`config.mk`:
```
export PLATFORM = sky130hd
export DESIGN_NAME = register_writeback_flat
export DESIGN_NICKNAME = d
export VERILOG_FILES = /design/src/rtl/register_writeback_if.sv /design/src/rtl/register_writeback.sv /design/src/flat_wrapper.sv
export SDC_FILE = /design/constraint.sdc
export NUM_CORES = 1
export LEC_CHECK = 0
export ABC_AREA = 1
export CORE_ASPECT_RATIO = 1.25
export CORE_MARGIN = 10
export CORE_UTILIZATION = 55
export DETAILED_ROUTE_END_ITERATION = 10
export GPL_TIMING_DRIVEN = 0
export MAX_ROUTING_LAYER = met4
export PLACE_DENSITY = 0.86
export SETUP_SLACK_MARGIN = 0.15
export SLEW_MARGIN = 20
export SYNTH_ARGS = -nofsm -noshare
export SYNTH_HDL_FRONTEND = slang
export SYNTH_SLANG_ARGS = --single-unit
```
`constraint.sdc`:
```
create_clock -name clock -period 3.45 [get_ports clock]
set_input_delay 1.035 -clock clock [delete_from_list [all_inputs] [get_ports clock]]
set_output_delay 1.035 -clock clock [all_outputs]
set_load 0.02 [all_outputs]
```
`src/rtl/register_writeback_if.sv`:
```
// rtl/register_writeback_if.sv - execute/memory to register-file writeback port bundle
interface register_writeback_if;
  logic        alu_valid;
  logic [4:0]  alu_rd;
  logic [31:0] alu_data;
  logic        ld_issue;
  logic [4:0]  ld_rd;
  logic [2:0]  ld_funct3;
  logic [1:0]  ld_addr_lo;
  logic        mem_rvalid;
  logic [31:0] mem_rdata;
  logic        write_enable;
  logic [4:0]  addr_rd;
  logic [31:0] data_rd;
  logic [31:0] busy;
  logic        ld_full;
  logic        protocol_err;

  modport master (
    output alu_valid, alu_rd, alu_data,
    output ld_issue, ld_rd, ld_funct3, ld_addr_lo,
    output mem_rvalid, mem_rdata,
    input  write_enable, addr_rd, data_rd, busy, ld_full, protocol_err
  );

  modport slave (
    input  alu_valid, alu_rd, alu_data,
    input  ld_issue, ld_rd, ld_funct3, ld_addr_lo,
    input  mem_rvalid, mem_rdata,
    output write_enable, addr_rd, data_rd, busy, ld_full, protocol_err
  );
endinterface

```
`src/rtl/register_writeback.sv`:
```
// rtl/register_writeback.sv - in-order load queue, ALU/load write arbitration and busy scoreboard
module register_writeback #(
  parameter int DEPTH = 4
) (
  input  logic                 clock,
  input  logic                 reset,
  register_writeback_if.slave  bus
);
  localparam int PW = $clog2(DEPTH);
  localparam logic [PW:0] PTR_ONE = 1;

  logic [4:0]  rd_q     [DEPTH];
  logic [2:0]  funct3_q [DEPTH];
  logic [1:0]  addr_lo_q[DEPTH];
  logic [31:0] ldata_q  [DEPTH];
  logic [DEPTH-1:0] valid_q, valid_d;
  logic [DEPTH-1:0] filled_q, filled_d;

  logic [PW:0] alloc_q, alloc_d;
  logic [PW:0] fill_q, fill_d;
  logic [PW:0] retire_q, retire_d;

  logic        we_q, we_d;
  logic [4:0]  addr_q, addr_d;
  logic [31:0] data_q, data_d;
  logic        err_q, err_d;

  logic [PW-1:0] alloc_idx, fill_idx, head_idx;
  logic          full;
  logic          alloc_ok, fill_ok, head_ready, retire_ok;
  logic [31:0]   busy_c;

  function automatic logic [31:0] format_load(input logic [2:0]  f3,
                                              input logic [1:0]  alo,
                                              input logic [31:0] w);
    logic [7:0]  b;
    logic [15:0] h;
    logic [31:0] r;
    case (alo)
      2'd0:    b = w[7:0];
      2'd1:    b = w[15:8];
      2'd2:    b = w[23:16];
      default: b = w[31:24];
    endcase
    h = alo[1] ? w[31:16] : w[15:0];
    case (f3)
      3'b000:  r = {{24{b[7]}}, b};
      3'b001:  r = {{16{h[15]}}, h};
      3'b100:  r = {24'd0, b};
      3'b101:  r = {16'd0, h};
      default: r = w;
    endcase
    return r;
  endfunction

  assign alloc_idx = alloc_q[PW-1:0];
  assign fill_idx  = fill_q[PW-1:0];
  assign head_idx  = retire_q[PW-1:0];

  // Full when indices match but wrap bits differ.
  assign full       = (alloc_q[PW] != retire_q[PW]) && (alloc_idx == head_idx);
  assign alloc_ok   = bus.ld_issue && !full;
  // Comparing against the registered alloc pointer keeps a same-cycle issue out of reach of fill.
  assign fill_ok    = bus.mem_rvalid && (fill_q != alloc_q);
  assign head_ready = valid_q[head_idx] && filled_q[head_idx];
  assign retire_ok  = !bus.alu_valid && head_ready;

  always_comb begin
    busy_c = '0;
    for (int i = 0; i < DEPTH; i++) begin
      if (valid_q[i]) begin
        busy_c[rd_q[i]] = 1'b1;
      end
    end
    busy_c[0] = 1'b0;
  end

  always_comb begin
    alloc_d  = alloc_q;
    fill_d   = fill_q;
    retire_d = retire_q;
    valid_d  = valid_q;
    filled_d = filled_q;
    we_d     = 1'b0;
    addr_d   = addr_q;
    data_d   = data_q;
    err_d    = err_q;

    if (alloc_ok) begin
      valid_d[alloc_idx]  = 1'b1;
      filled_d[alloc_idx] = 1'b0;
      alloc_d             = alloc_q + PTR_ONE;
    end
    if (fill_ok) begin
      filled_d[fill_idx] = 1'b1;
      fill_d             = fill_q + PTR_ONE;
    end

    if (bus.alu_valid) begin
      we_d   = (bus.alu_rd != 5'd0);
      addr_d = bus.alu_rd;
      data_d = bus.alu_data;
    end else if (head_ready) begin
      we_d   = (rd_q[head_idx] != 5'd0);
      addr_d = rd_q[head_idx];
      data_d = format_load(funct3_q[head_idx], addr_lo_q[head_idx], ldata_q[head_idx]);
    end

    if (retire_ok) begin
      valid_d[head_idx]  = 1'b0;
      filled_d[head_idx] = 1'b0;
      retire_d           = retire_q + PTR_ONE;
    end

    if ((bus.ld_issue && full) || (bus.mem_rvalid && !fill_ok)) begin
      err_d = 1'b1;
    end
  end

  always_ff @(posedge clock) begin
    if (!reset) begin
      alloc_q  <= '0;
      fill_q   <= '0;
      retire_q <= '0;
      valid_q  <= '0;
      filled_q <= '0;
      we_q     <= 1'b0;
      addr_q   <= 5'd0;
      data_q   <= 32'd0;
      err_q    <= 1'b0;
    end else begin
      alloc_q  <= alloc_d;
      fill_q   <= fill_d;
      retire_q <= retire_d;
      valid_q  <= valid_d;
      filled_q <= filled_d;
      we_q     <= we_d;
      addr_q   <= addr_d;
      data_q   <= data_d;
      err_q    <= err_d;
    end
  end

  // Payload fields are qualified by valid/filled, so they need no reset.
  always_ff @(posedge clock) begin
    if (alloc_ok) begin
      rd_q[alloc_idx]      <= bus.ld_rd;
      funct3_q[alloc_idx]  <= bus.ld_funct3;
      addr_lo_q[alloc_idx] <= bus.ld_addr_lo;
    end
    if (fill_ok) begin
      ldata_q[fill_idx] <= bus.mem_rdata;
    end
  end

  assign bus.write_enable = we_q;
  assign bus.addr_rd      = addr_q;
  assign bus.data_rd      = data_q;
  assign bus.busy         = busy_c;
  assign bus.ld_full      = full;
  assign bus.protocol_err = err_q;
endmodule

```
`src/flat_wrapper.sv`:
```
// flat-port wrapper written by rule: the top's interface ports become plain ports
module register_writeback_flat 
#(
  parameter int DEPTH = 4
)
  (clock, reset, bus_alu_valid, bus_alu_rd, bus_alu_data, bus_ld_issue, bus_ld_rd, bus_ld_funct3, bus_ld_addr_lo, bus_mem_rvalid, bus_mem_rdata, bus_write_enable, bus_addr_rd, bus_data_rd, bus_busy, bus_ld_full, bus_protocol_err);
  register_writeback_if bus_i ();
  input  logic clock;
  input  logic reset;
  input wire logic [$bits(bus_i.alu_valid)-1:0] bus_alu_valid;
  input wire logic [$bits(bus_i.alu_rd)-1:0] bus_alu_rd;
  input wire logic [$bits(bus_i.alu_data)-1:0] bus_alu_data;
  input wire logic [$bits(bus_i.ld_issue)-1:0] bus_ld_issue;
  input wire logic [$bits(bus_i.ld_rd)-1:0] bus_ld_rd;
  input wire logic [$bits(bus_i.ld_funct3)-1:0] bus_ld_funct3;
  input wire logic [$bits(bus_i.ld_addr_lo)-1:0] bus_ld_addr_lo;
  input wire logic [$bits(bus_i.mem_rvalid)-1:0] bus_mem_rvalid;
  input wire logic [$bits(bus_i.mem_rdata)-1:0] bus_mem_rdata;
  output wire logic [$bits(bus_i.write_enable)-1:0] bus_write_enable;
  output wire logic [$bits(bus_i.addr_rd)-1:0] bus_addr_rd;
  output wire logic [$bits(bus_i.data_rd)-1:0] bus_data_rd;
  output wire logic [$bits(bus_i.busy)-1:0] bus_busy;
  output wire logic [$bits(bus_i.ld_full)-1:0] bus_ld_full;
  output wire logic [$bits(bus_i.protocol_err)-1:0] bus_protocol_err;
  assign bus_i.alu_valid = bus_alu_valid;
  assign bus_i.alu_rd = bus_alu_rd;
  assign bus_i.alu_data = bus_alu_data;
  assign bus_i.ld_issue = bus_ld_issue;
  assign bus_i.ld_rd = bus_ld_rd;
  assign bus_i.ld_funct3 = bus_ld_funct3;
  assign bus_i.ld_addr_lo = bus_ld_addr_lo;
  assign bus_i.mem_rvalid = bus_mem_rvalid;
  assign bus_i.mem_rdata = bus_mem_rdata;
  assign bus_write_enable = bus_i.write_enable;
  assign bus_addr_rd = bus_i.addr_rd;
  assign bus_data_rd = bus_i.data_rd;
  assign bus_busy = bus_i.busy;
  assign bus_ld_full = bus_i.ld_full;
  assign bus_protocol_err = bus_i.protocol_err;
  register_writeback #(.DEPTH(DEPTH)) u_core (.clock(clock), .reset(reset), .bus(bus_i));
endmodule
```
==> parameters.txt <==
Parameter                              Value

Clock tree
  Buffer levels on the longest clock path    3
  Clock tree from TritonCTS    done
  Root buffer selected by CTS    clkbuf_16
  Total number of clock tree sinks    226
  Clock latency reported for the late side of the worst-skew pair    0.51 ns
  Number of buffers added by the clock tree synthesis step    22
  Clock-pin slew of the registers on the worst-case setup and hold paths    about 0.060 ns
  H-tree levels    1
  Quantity of hold-fixing buffers added after cts    0

Synth
  Dominant synthesized flop cell    edfxtp_1
  Post-synthesis instance area    0.0107 mm²
  Share of synthesized area occupied by flip-flops and latches    57.9%
  Most used standard cell by instance count after synthesis    nand2_1
  Top cell type's share of synthesized area    around 47%
  Cell taking the most area after synthesis    edfxtp_1
  Number of flip-flops and latches in the synthesized netlist    roughly 230
  Count of flip-flops with a built-in enable after synthesis    between 150 and 200
  Per-instance average area after synthesis    9.48 µm²
  Top cells by area, synth    edfxtp_1 47%, dfxtp_1 11%, nand2_1 11%, nand3_1 5.2%, a21oi_1 4.9%
  FFs w/ async S/R, synth    0%
  Mapped Cells    approximately 1.1k
  Number of different library cells in the post-synthesis netlist    38
  Yosys Warn Count    0
  Synthesized net count    approximately 1.2k
  Most instantiated cells after synthesis    304 x nand2_1, 168 x edfxtp_1, 112 x nand3_1, 104 x a21oi_1, 70 x inv_1

STA
  Total count of max-transition violations in the final report    0
  Worst Max-Slew Pin Slew    0.808 ns
  Skew final    approximately 0.016 ns
  Worst-case setup margin in the final layout    roughly 0.20 ns
  Max frequency    a little over 300 MHz
  Shortest clock period the worst path allows after layout    3.25 ns
  Setup repair after global routing missed its margin    true
  Final Hold Vio Count    0
  Final period util    94.3%
  Final-layout setup total negative slack    0 ns
  Worst slew margin relative to its limit    46.1%
  Number of endpoints failing setup at the final stage    0

Route
  Avg WL per Cell    21.2 µm
  Remaining design rule violation count    0
  Drt via density    6.06
  Number of vias in the routed layout    9705
  Starting DRC count in detailed routing    between 1k and 1.5k
  Total Wirelength    33.9 mm
  Final antenna-violating net count    0
  Total iterations of the first detailed-routing run    6

Min path
  Worst min path class    register to register

Status
  Status    complete, no violations

Worst setup path
  Worst endpoint data arrival time    2.22 ns
  CP max FO    7
  Cell breakdown of the critical path    inv_2, nand3_2, nor4_1, a21oi_1, o221ai_1, dlygate4sd2_1
  Crit path capture type    output port
  Type of the setup path with the least slack    register to output port
  Delay-heaviest family, CP    buffers and inverters
  Type of element launching the critical path    register
  Cell with the largest stage delay on the worst path    edfxtp_1
  Data required time of the worst path    2.41 ns
  Combined buffer and inverter count along the critical path    2
  Slowest Stage Delay on Critical Path    0.51 ns

Global routing
  Grt ovf    0
  Aggregate global-route resource usage    26.3%
  Vias in the first global route    approximately 9.4k
  Maximum number of pins on one net before global-route repair    24
  Global-route wire length before repair    51.6 mm
  Antenna violations before repair    2

Cells and area
  Multi-input logic area    0.00411 mm²
  FF/Latch Area    a little over 0.006 mm²
  Area growth, synth to finish    27.9%
  Layout cells sized above 1    10.8%
  Number of fillers in the final layout    approximately 1.4k
  Number of nets in the layout    1414

Placed design
  Port bufs    roughly 150
  Post-DP HPWL    24.6 mm
  RD Place Congestion    0.957
  Post-placement setup slack    -0.0334 ns

Pwr
  Power per Cell Area    approximately 520 mW/mm²
  Max IR drop VDD    488 µV
  Cell leakage power    5.47 nW

Floorplan
  Starting utilization of the core area    a little under three fifths
  Die span in x    ~140 µm
  Chip height    176 µm
  Total I/O pin count    156
  Die Footprint    0.0255 mm²
  Placeable core region    0.0193 mm²
  FP Rows    57

Run
  Number of max-capacitance violations reported    0
-- cell families after synthesis --
family                     after synthesis  share of synthesized area, %
adders and majority gates               12                          1.40
and+or+nand+nor                        509                          20.5
other                                    1                        0.0350
AOI/OAI and AO/OA                      243                          14.2
DFF                                    226                          57.9
buffers and inverters                  133                          5.43
xor gates and xnor gates                 6                         0.491
-- report_power, final --
| part | internal (W) | leakage, nW | switching (W) |
|---|---|---|---|
| clock | 0.00157 | 0.396 | 0.00105 |
| sequential | 0.00313 | 2.01 | 0.0000856 |
| combinational | 0.000463 | 3.07 | 0.000841 |
-- sequential cells by signal (all words and copies together) (netlist names), named ones only --
name / flops
u_core.ldata_q: 128
u_core.bus.data_rd: 32
u_core.rd_q: 20
u_core.funct3_q: 12
u_core.addr_lo_q: 8
u_core.bus.addr_rd: 5
u_core.filled_q: 4
u_core.valid_q: 4
u_core.alloc_q: 3
u_core.fill_q: 3
u_core.retire_q: 3
u_core.bus.protocol_err: 1
u_core.bus.write_enable: 1
-- final timing paths --
| kind | start | end | slack (ns) | cells past startpoint |
|---|---|---|---|---|
| min reg2reg | u_core.fill_q[2]$_SDFFE_PN0P_ | u_core.fill_q[2]$_SDFFE_PN0P_ | 0.48 | 1 |
| max reg2reg | u_core.retire_q[0]$_SDFFE_PN0P_ | register | 0.86 | 9 |
| min | u_core.fill_q[2]$_SDFFE_PN0P_ | u_core.fill_q[2]$_SDFFE_PN0P_ | 0.48 | 1 |
| max | u_core.rd_q[1][1]$_DFFE_PP_ | bus_busy[4] | 0.20 | 6 |
-- stage by stage --
step | utilization [%] | power, W | hold slack [ns] | std cells | cell area, µm²
after floorplan | - | 0.00399 | 0.442 | 1130 | 10700
after global placement | 65.1 | 0.00445 | 0.453 | 1549 | 12600
after detailed placement | 65.7 | 0.00451 | 0.463 | 1553 | 12700
after CTS | 70.2 | 0.00709 | 0.471 | 1593 | 13600
after global routing | 70.9 | 0.00736 | 0.492 | 1601 | 13700
final | 70.9 | 0.00714 | 0.476 | 1601 | 13700
-- metal layers --
metal / share of wire [%] / up-vias / wire length (µm) / GRT usage [%]
met1: 36 / 4542 / 12200 / 31.4
met2: 49 / 675 / 16600 / 43.1
li1: - / 4387 / - / -
met3: 11 / 101 / 3880 / 5.03
met4: 3.8 / 0 / 1280 / 10.3
met5: 0 / - / 0 / -
-- layout by cell type, fill, tap and decap left out, types with 3 or more instances in the layout --
master / count
dlygate4sd2_1: 15
nand3_1: 111
buf_6: 5
edfxtp_1: 168
clkinv_2: 3
nor2_4: 4
nor2_1: 41
buf_1: 4
clkdlybuf4s50_1: 123
inv_2: 8
nor3_2: 12
nand2_1: 304
a22o_1: 13
buf_4: 10
ha_1: 12
a31oi_1: 23
clkbuf_16: 27
o21ai_0: 37
a21oi_1: 104
buf_12: 3
dfxtp_1: 58
a22oi_1: 23
clkinv_1: 3
clkbuf_2: 7
o211ai_1: 3
clkbuf_1: 16
nand2_2: 4
xnor2_1: 5
o221ai_1: 30
nand3_2: 11
buf_2: 26
inv_1: 67
nor3_4: 8
nor4_1: 8
dlymetal6s2s_1: 10
a32o_1: 4
-- layout make-up --
class | count | share of cell area, %
sequential | 226 | 45.3
multi-input combinational | 771 | 30.0
timing repair buffer | 164 | 12.1
clock buffer | 30 | 5.06
tap | 265 | 2.42
buffer | 56 | 2.18
inverter | 77 | 2.11
clock inverter | 10 | 0.794
antenna | 2 | 0.0365
-- repair_timing --
| item | in CTS | in global routing |
|---|---|---|
| pin swaps | 0 | 2 |
| gates resized for setup | 40 | 47 |
| setup endpoints to repair | 31 | 28 |
| setup buffers | 0 | 6 |
(Power assumes the default switching activity.)
